## config.mk

```make
export PLATFORM = sky130hd
export DESIGN_NAME = skew_inbuf
export DESIGN_NICKNAME = d
export VERILOG_FILES = /design/src/rtl/systola_pkg.sv /design/src/rtl/skew_inbuf_lane.sv /design/src/rtl/skew_inbuf.sv
export SDC_FILE = /design/constraint.sdc
export NUM_CORES = 1
export LEC_CHECK = 0
export CORE_ASPECT_RATIO = 0.8
export CORE_MARGIN = 4
export CORE_UTILIZATION = 60
export DETAILED_ROUTE_END_ITERATION = 6
export GPL_TIMING_DRIVEN = 0
export PLACE_DENSITY = 0.78
export SLEW_MARGIN = 20
export SYNTH_ARGS = -nofsm -noshare
export SYNTH_HDL_FRONTEND = slang
export SYNTH_SLANG_ARGS = --single-unit
```

## constraint.sdc

```tcl
create_clock -name clk -period 3.9 [get_ports clk]
set_input_delay 0.78 -clock clk [delete_from_list [all_inputs] [get_ports clk]]
set_output_delay 0.78 -clock clk [all_outputs]
set_load 0.01 [all_outputs]
```

## src/rtl/systola_pkg.sv

```systemverilog
// rtl/systola_pkg.sv - shared word type and width helpers for the systolic array edge buffers
package systola_pkg;

    localparam int WORDLEN_DEF = 8;

    typedef logic [WORDLEN_DEF-1:0] lane_word_t;

    // Pointer width for a ring of 'depth' entries; never narrower than one bit.
    function automatic int ptr_w(input int depth);
        return (depth > 1) ? $clog2(depth) : 1;
    endfunction

    // Counter width able to hold 0..depth inclusive.
    function automatic int cnt_w(input int depth);
        return $clog2(depth + 1);
    endfunction

endpackage

```

## src/rtl/skew_inbuf_lane.sv

```systemverilog
// rtl/skew_inbuf_lane.sv - one lane of the skewing input FIFO: storage, pointers, pad and occupancy
module skew_inbuf_lane
    import systola_pkg::*;
#(
    parameter int WORDLEN  = WORDLEN_DEF,
    parameter int DEPTH    = 16,
    parameter int PAD_INIT = 0
) (
    input  logic               clk,
    input  logic               rstn,
    input  logic               reskew,
    input  logic               push_i,
    input  logic               pop_i,
    input  logic [WORDLEN-1:0] din_i,
    output logic [WORDLEN-1:0] dout_o,
    output logic               empty_o,
    output logic               full_o
);

    localparam int PW = ptr_w(DEPTH);
    localparam int CW = cnt_w(DEPTH);
    localparam logic [PW-1:0] PTR_LAST = PW'(DEPTH - 1);
    localparam logic [CW-1:0] PAD_RST  = CW'(PAD_INIT);
    localparam logic [CW-1:0] CNT_FULL = CW'(DEPTH);

    logic [WORDLEN-1:0] mem_q [DEPTH];
    logic [PW-1:0]      head_q, head_d;
    logic [PW-1:0]      tail_q, tail_d;
    logic [CW-1:0]      pad_q, pad_d;
    logic [CW-1:0]      occ_q, occ_d;
    logic               pop_act;

    // Explicit wrap so DEPTH need not be a power of two.
    function automatic logic [PW-1:0] next_ptr(input logic [PW-1:0] p);
        return (p == PTR_LAST) ? '0 : p + 1'b1;
    endfunction

    // Pads are consumed before real data; a pop on an empty lane is ignored.
    always_comb begin
        head_d  = head_q;
        tail_d  = tail_q;
        pad_d   = pad_q;
        pop_act = pop_i && (occ_q != '0);
        if (pop_act) begin
            if (pad_q != '0) begin
                pad_d = pad_q - 1'b1;
            end else begin
                head_d = next_ptr(head_q);
            end
        end
        if (push_i) begin
            tail_d = next_ptr(tail_q);
        end
        occ_d = occ_q + CW'(push_i) - CW'(pop_act);
    end

    // Control state; reskew reloads the same values as reset.
    always_ff @(posedge clk) begin
        if (!rstn || reskew) begin
            head_q <= '0;
            tail_q <= '0;
            pad_q  <= PAD_RST;
            occ_q  <= PAD_RST;
        end else begin
            head_q <= head_d;
            tail_q <= tail_d;
            pad_q  <= pad_d;
            occ_q  <= occ_d;
        end
    end

    // Word storage is never cleared; stale words are masked by occupancy.
    always_ff @(posedge clk) begin
        if (rstn && !reskew && push_i) begin
            mem_q[tail_q] <= din_i;
        end
    end

    assign dout_o  = (pad_q != '0) ? '0 : ((occ_q != '0) ? mem_q[head_q] : '0);
    assign empty_o = (occ_q == '0);
    assign full_o  = (occ_q == CNT_FULL);

endmodule

```

## src/rtl/skew_inbuf.sv

```systemverilog
// rtl/skew_inbuf.sv - diagonally pre-skewed multi-lane input FIFO (optional error flags: SKEW_INBUF_ERR_EN)
module skew_inbuf
    import systola_pkg::*;
#(
    parameter int NLANES  = 4,
    parameter int WORDLEN = WORDLEN_DEF,
    parameter int DEPTH   = 16,
    parameter int SKEW    = 1
) (
    input  logic                      clk,
    input  logic                      rstn,
    input  logic                      reskew,
    input  logic                      wr_en,
    input  logic [NLANES*WORDLEN-1:0] din,
    output logic                      wr_ready,
    input  logic                      rd_en,
    output logic [NLANES*WORDLEN-1:0] dout,
    output logic [NLANES-1:0]         empty,
    output logic [NLANES-1:0]         full,
    output logic                      all_empty,
    output logic                      ovf_err,
    output logic                      udf_err
);

    logic push;

    // Writes are all-or-nothing: one full lane blocks every lane.
    assign wr_ready  = ~|full;
    assign push      = wr_en & wr_ready;
    assign all_empty = &empty;

    for (genvar i = 0; i < NLANES; i++) begin : g_lane
        skew_inbuf_lane #(
            .WORDLEN  (WORDLEN),
            .DEPTH    (DEPTH),
            .PAD_INIT (i * SKEW)
        ) u_lane (
            .clk     (clk),
            .rstn    (rstn),
            .reskew  (reskew),
            .push_i  (push),
            .pop_i   (rd_en),
            .din_i   (din[i*WORDLEN +: WORDLEN]),
            .dout_o  (dout[i*WORDLEN +: WORDLEN]),
            .empty_o (empty[i]),
            .full_o  (full[i])
        );
    end

`ifdef SKEW_INBUF_ERR_EN
    logic ovf_q;
    logic udf_q;

    // Sticky misuse flags; only reset clears them, reskew leaves them alone.
    always_ff @(posedge clk) begin
        if (!rstn) begin
            ovf_q <= 1'b0;
            udf_q <= 1'b0;
        end else begin
            if (wr_en && !wr_ready) ovf_q <= 1'b1;
            if (rd_en && all_empty) udf_q <= 1'b1;
        end
    end

    assign ovf_err = ovf_q;
    assign udf_err = udf_q;
`else
    assign ovf_err = 1'b0;
    assign udf_err = 1'b0;
`endif

endmodule

```

==> metrics.md <==
| Metric | Value |
|---|---|
| Worst path slowest cell | `mux4_2` |
| ANT cells | `0` |
| GR Util All Layers | `0.2306` |
| Final net count | `1622` |
| Core area | `~40000 µm²` |
| Yosys reg bits | `600` |
| Post-synthesis mux area share | `0.1471` |
| Num CTS Buffers | `55` |
| Internal | `about 0.011 W` |
| Status | `finished, final reports clean` |
| Synth Instances | `between 1k and 1.5k` |
| Max Freq | `between 200 and 300 MHz` |
| Post-Synth XOR/XNOR Area | `0.01001` |
| Antenna violations before repair | `0` |
| Synth top area cells | `edfxtp_1 63%, mux4_2 12%, dfxtp_1 7.2%` |
| Initial core utilization | `0.6146` |
| DRT Pass-1 Iters | `5` |
| Vias per cell | `6.258` |
| Clock Latency Late Sink | `a little under 0.6 ns` |
| Longest Clk Path Bufs | `3` |
| Async set or reset register ratio after synthesis | `0` |
| Register area share after synthesis | `0.6996` |
| Register share of total power | `0.513` |
| Routed length per instance | `23.80 µm` |
| Largest family of logic cells by synthesized area | `multiplexers` |
| Share of cells above drive strength 1 | `0.2075` |
| Via count | `13.22k` |
| Max Cap Viol | `0` |
| CTS tree | `done` |
| Sw Share | `0.2264` |
| CP Class | `reg2out` |
| Fillers | `about 2.5k` |
| Sw Pwr | `around 0.0031 W` |
| Placed cells | `between 2k and 2.5k` |
| CTS Hold Bufs | `0` |
| Layout area overhead | `14.09%` |
| Overflow after GRT | `0` |
| Arrival @ worst endpoint | `just over 3 ns` |
| H-tree depth | `2` |
| Global-route wire length before repair | `77960 µm` |
| Die Wd | `~230 µm` |
| Dpl ws | `-0.02350 ns` |
| Largest net degree at the start of global routing | `17` |
| Clock sinks | `600` |
| Worst hold path class | `reg2reg` |
| Met2 GRT Util | `0.3546` |
| Busiest grt layer | `met2` |
| ANT nets after route | `0` |
| Slowest Stage Delay on Critical Path | `roughly 0.6 ns` |
| Complex-gate fraction of the synthesized area | `0.02626` |
| Slew HR | `0.4094` |
| R2R depth | `16` |
| Worst-Margin Slew | `roughly 0.9 ns` |
| R2r endpoint | `g_lane[0].u_lane.occ_q[4]` |
| Synth Area in Adders | `0.02830` |
| Initial DRC count | `1260` |
| Layout Cells excl Fill | `around 2.1k` |
| Post-synthesis cell type count | `between 50 and 60` |
| GR Layer Usage met3 | `0.03552` |
| Synth warn | `0` |
| Post-synth EDFFs | `a little over 500` |
| Ys flop type | `edfxtp_1` |
| Drt drc | `0` |
| Worst-path maximum fanout | `10` |
| Simple-Gate Fraction of Synth Area | `0.06574` |
| Clock slew at reported path FFs | `0.06 ns` |
| Top Ports | `81` |
| WL final | `50260 µm` |
| Yosys top cell area share | `0.6277` |
| WP depth | `7` |
| Final setup viols | `0` |
| Max IR drop VDD | `0.3965 mV` |
| R2R Setup Slk | `roughly 0.38 ns` |
| Clk_skew | `between 0.015 and 0.02 ns` |
| Gate power share | `0.106` |
| Leading area contributor after synthesis | `edfxtp_1` |
| Most used cell along the critical path | `buf_2` |
| Site row count | `65` |
| Setup ws final | `just over 0.1 ns` |
| Multi-input logic area | `6932 µm²` |
| Synthesized area per cell | `17.62 µm²` |
| HPWL after DPL | `roughly 33000 µm` |
| Final Hold Vio Count | `0` |
| Die area | `~44000 µm²` |
| RR Startpoint | `g_lane[1].u_lane.occ_q[2]` |
| Crit start category | `flip-flop` |
| Worst path cell trace | `buf_2 > buf_2 > mux4_2 > mux2_2 > nand2_1 > o21ai_0 > clkdlybuf4s50_1` |
| Root Buffer | `clkbuf_16` |
| RSZ-0062 raised after global routing | `yes` |
| Clk pwr share | `0.381` |
| Crit path capture type | `output pin` |
| Vias in the first global route | `between 10k and 15k` |
| Reg area | `~17000 µm²` |
| CP delay by family, top | `buffers and inverters` |
| Post-synth design cell area | `24490 µm²` |
| Die Height | `approximately 190 µm` |
| CP Buf/Inv Count | `3` |
| Static Leakage | `9.140 nW` |
| RePlAce Congestion | `around 0.8` |
| Final slew viol count | `0` |
| Final Critical Period | `3.798 ns` |
| Worst Setup EP | `dout[22]` |
| Met1 usage in global routing | `0.3540` |
| Fin crit share | `0.9739` |
| PortBufs | `77` |
| CP required | `3.12 ns` |
| P per Cell Area | `497.1 nW/µm²` |
## cell type report
cell class | instances | share of cell area
flip-flops and latches | 600 | 0.6132
multi-input cells | 667 | 0.2480
clock buffers | 75 | 0.05529
repair buffers | 86 | 0.03116
well taps | 536 | 0.02400
plain buffers | 71 | 0.01330
clock inverters | 26 | 0.008059
inverters | 51 | 0.006940
## through the flow
step	hold WS, ns	area (µm²)	util	total power (W)	setup TNS (ns)
finish	0.4608	27950	0.7013	0.01389	0
global route	0.4873	27950	0.7013	0.01441	-0.009347
CTS	0.4564	27900	0.7000	0.01392	0
detailed placement	0.4487	26060	0.6540	0.008641	-0.02350
global placement	0.4394	25940	0.6509	0.008580	-28.30
floorplan	0.4306	24500	-	0.008072	0
## what timing repair did
item / 4_1_cts / 5_1_grt
pin swaps: 3 / 1
resized for setup: 5 / 14
endpoints found under the hold margin: 0 / 0
endpoints found under the setup margin: 24 / 21
setup buffers: 2 / 1
## sequential cells by signal, summed over array words and instances (netlist names), named ones only
name	count
g_lane.u_lane.head_q	16
g_lane.u_lane.pad_q	20
g_lane.u_lane.tail_q	16
g_lane.u_lane.mem_q	512
g_lane.u_lane.occ_q	20
## kinds of logic (layout without fill, tap and decap cells)
group,Yosys count,after routing
DFF,600,600
other,1,2
and+or+nand+nor,279,279
adders and majority gates,53,53
muxes,196,196
buffers and inverters,124,309
xor gates and xnor gates,28,28
AOI/OAI and AO/OA,109,109
## tightest hold or removal path, cell delays in order (launching register included)
cell	delay, ns
dfxtp_1	0.33
nand2_1	0.06
a31oi_1	0.03
## worst min-delay path by stage
stage / startpoint / cells past startpoint / endpoint
3_5_place_dp: g_lane[1].u_lane.pad_q[4] / 2 / g_lane[1].u_lane.pad_q[4]
3_3_place_gp: g_lane[2].u_lane.pad_q[4] / 2 / g_lane[2].u_lane.pad_q[4]
5_1_grt: g_lane[1].u_lane.pad_q[4] / 2 / g_lane[1].u_lane.pad_q[4]
4_1_cts: g_lane[3].u_lane.pad_q[4] / 2 / g_lane[3].u_lane.pad_q[4]
2_1_floorplan: g_lane[3].u_lane.pad_q[4] / 2 / g_lane[3].u_lane.pad_q[4]
6_report: g_lane[1].u_lane.pad_q[4] / 2 / g_lane[1].u_lane.pad_q[4]
## Yosys cell counts (all sizes together) (4+ instances only)
| cell | instances |
|---|---|
| mux4 | 128 |
| inv | 51 |
| mux2i | 36 |
| nand3 | 21 |
| xnor2 | 11 |
| xor2 | 17 |
| a311o | 4 |
| buf | 45 |
| or3 | 5 |
| o21ai | 45 |
| fa | 4 |
| clkbuf | 28 |
| mux2 | 32 |
| or4b | 8 |
| nand2 | 64 |
| a21oi | 31 |
| o31ai | 4 |
| dfxtp | 88 |
| nand2b | 6 |
| nor2b | 7 |
| and2 | 11 |
| edfxtp | 512 |
| nor4b | 11 |
| nand4 | 18 |
| nor3 | 25 |
| ha | 49 |
| a31oi | 6 |
| nor2 | 43 |
| a31o | 4 |
| and3 | 50 |
## layout by cell type, fill, tap and decap left out, drive strengths merged, types with 25 or more instances in the layout
| cell | netlist | final |
|---|---|---|
| o21ai | 45 | 45 |
| edfxtp | 512 | 512 |
| a21oi | 31 | 31 |
| mux2i | 36 | 36 |
| dfxtp | 88 | 88 |
| buf | 45 | 48 |
| ha | 49 | 49 |
| mux4 | 128 | 128 |
| nor3 | 25 | 25 |
| clkbuf | 28 | 107 |
| nand2 | 64 | 64 |
| mux2 | 32 | 32 |
| nor2 | 43 | 43 |
| and3 | 50 | 50 |
| clkdlybuf4s50 | 0 | 76 |
| inv | 51 | 52 |
## power by group through the flow
stage                     combinational (W)  clock [W]  sequential (W)
final                               0.00148    0.00529         0.00712
after global routing                0.00162    0.00566         0.00713
after CTS                           0.00142    0.00538         0.00712
after detailed placement            0.00138          0         0.00726
after global placement              0.00133          0         0.00725
after floorplan                    0.000833          0         0.00724
## per-layer routing
layer / vias to the layer above / wire length (µm)
met4: 0 / 1191
met1: 6850 / 22420
met2: 491 / 23530
met5: - / 0
li1: 5781 / -
met3: 94 / 3124
Power figures use the tool's default switching activity.
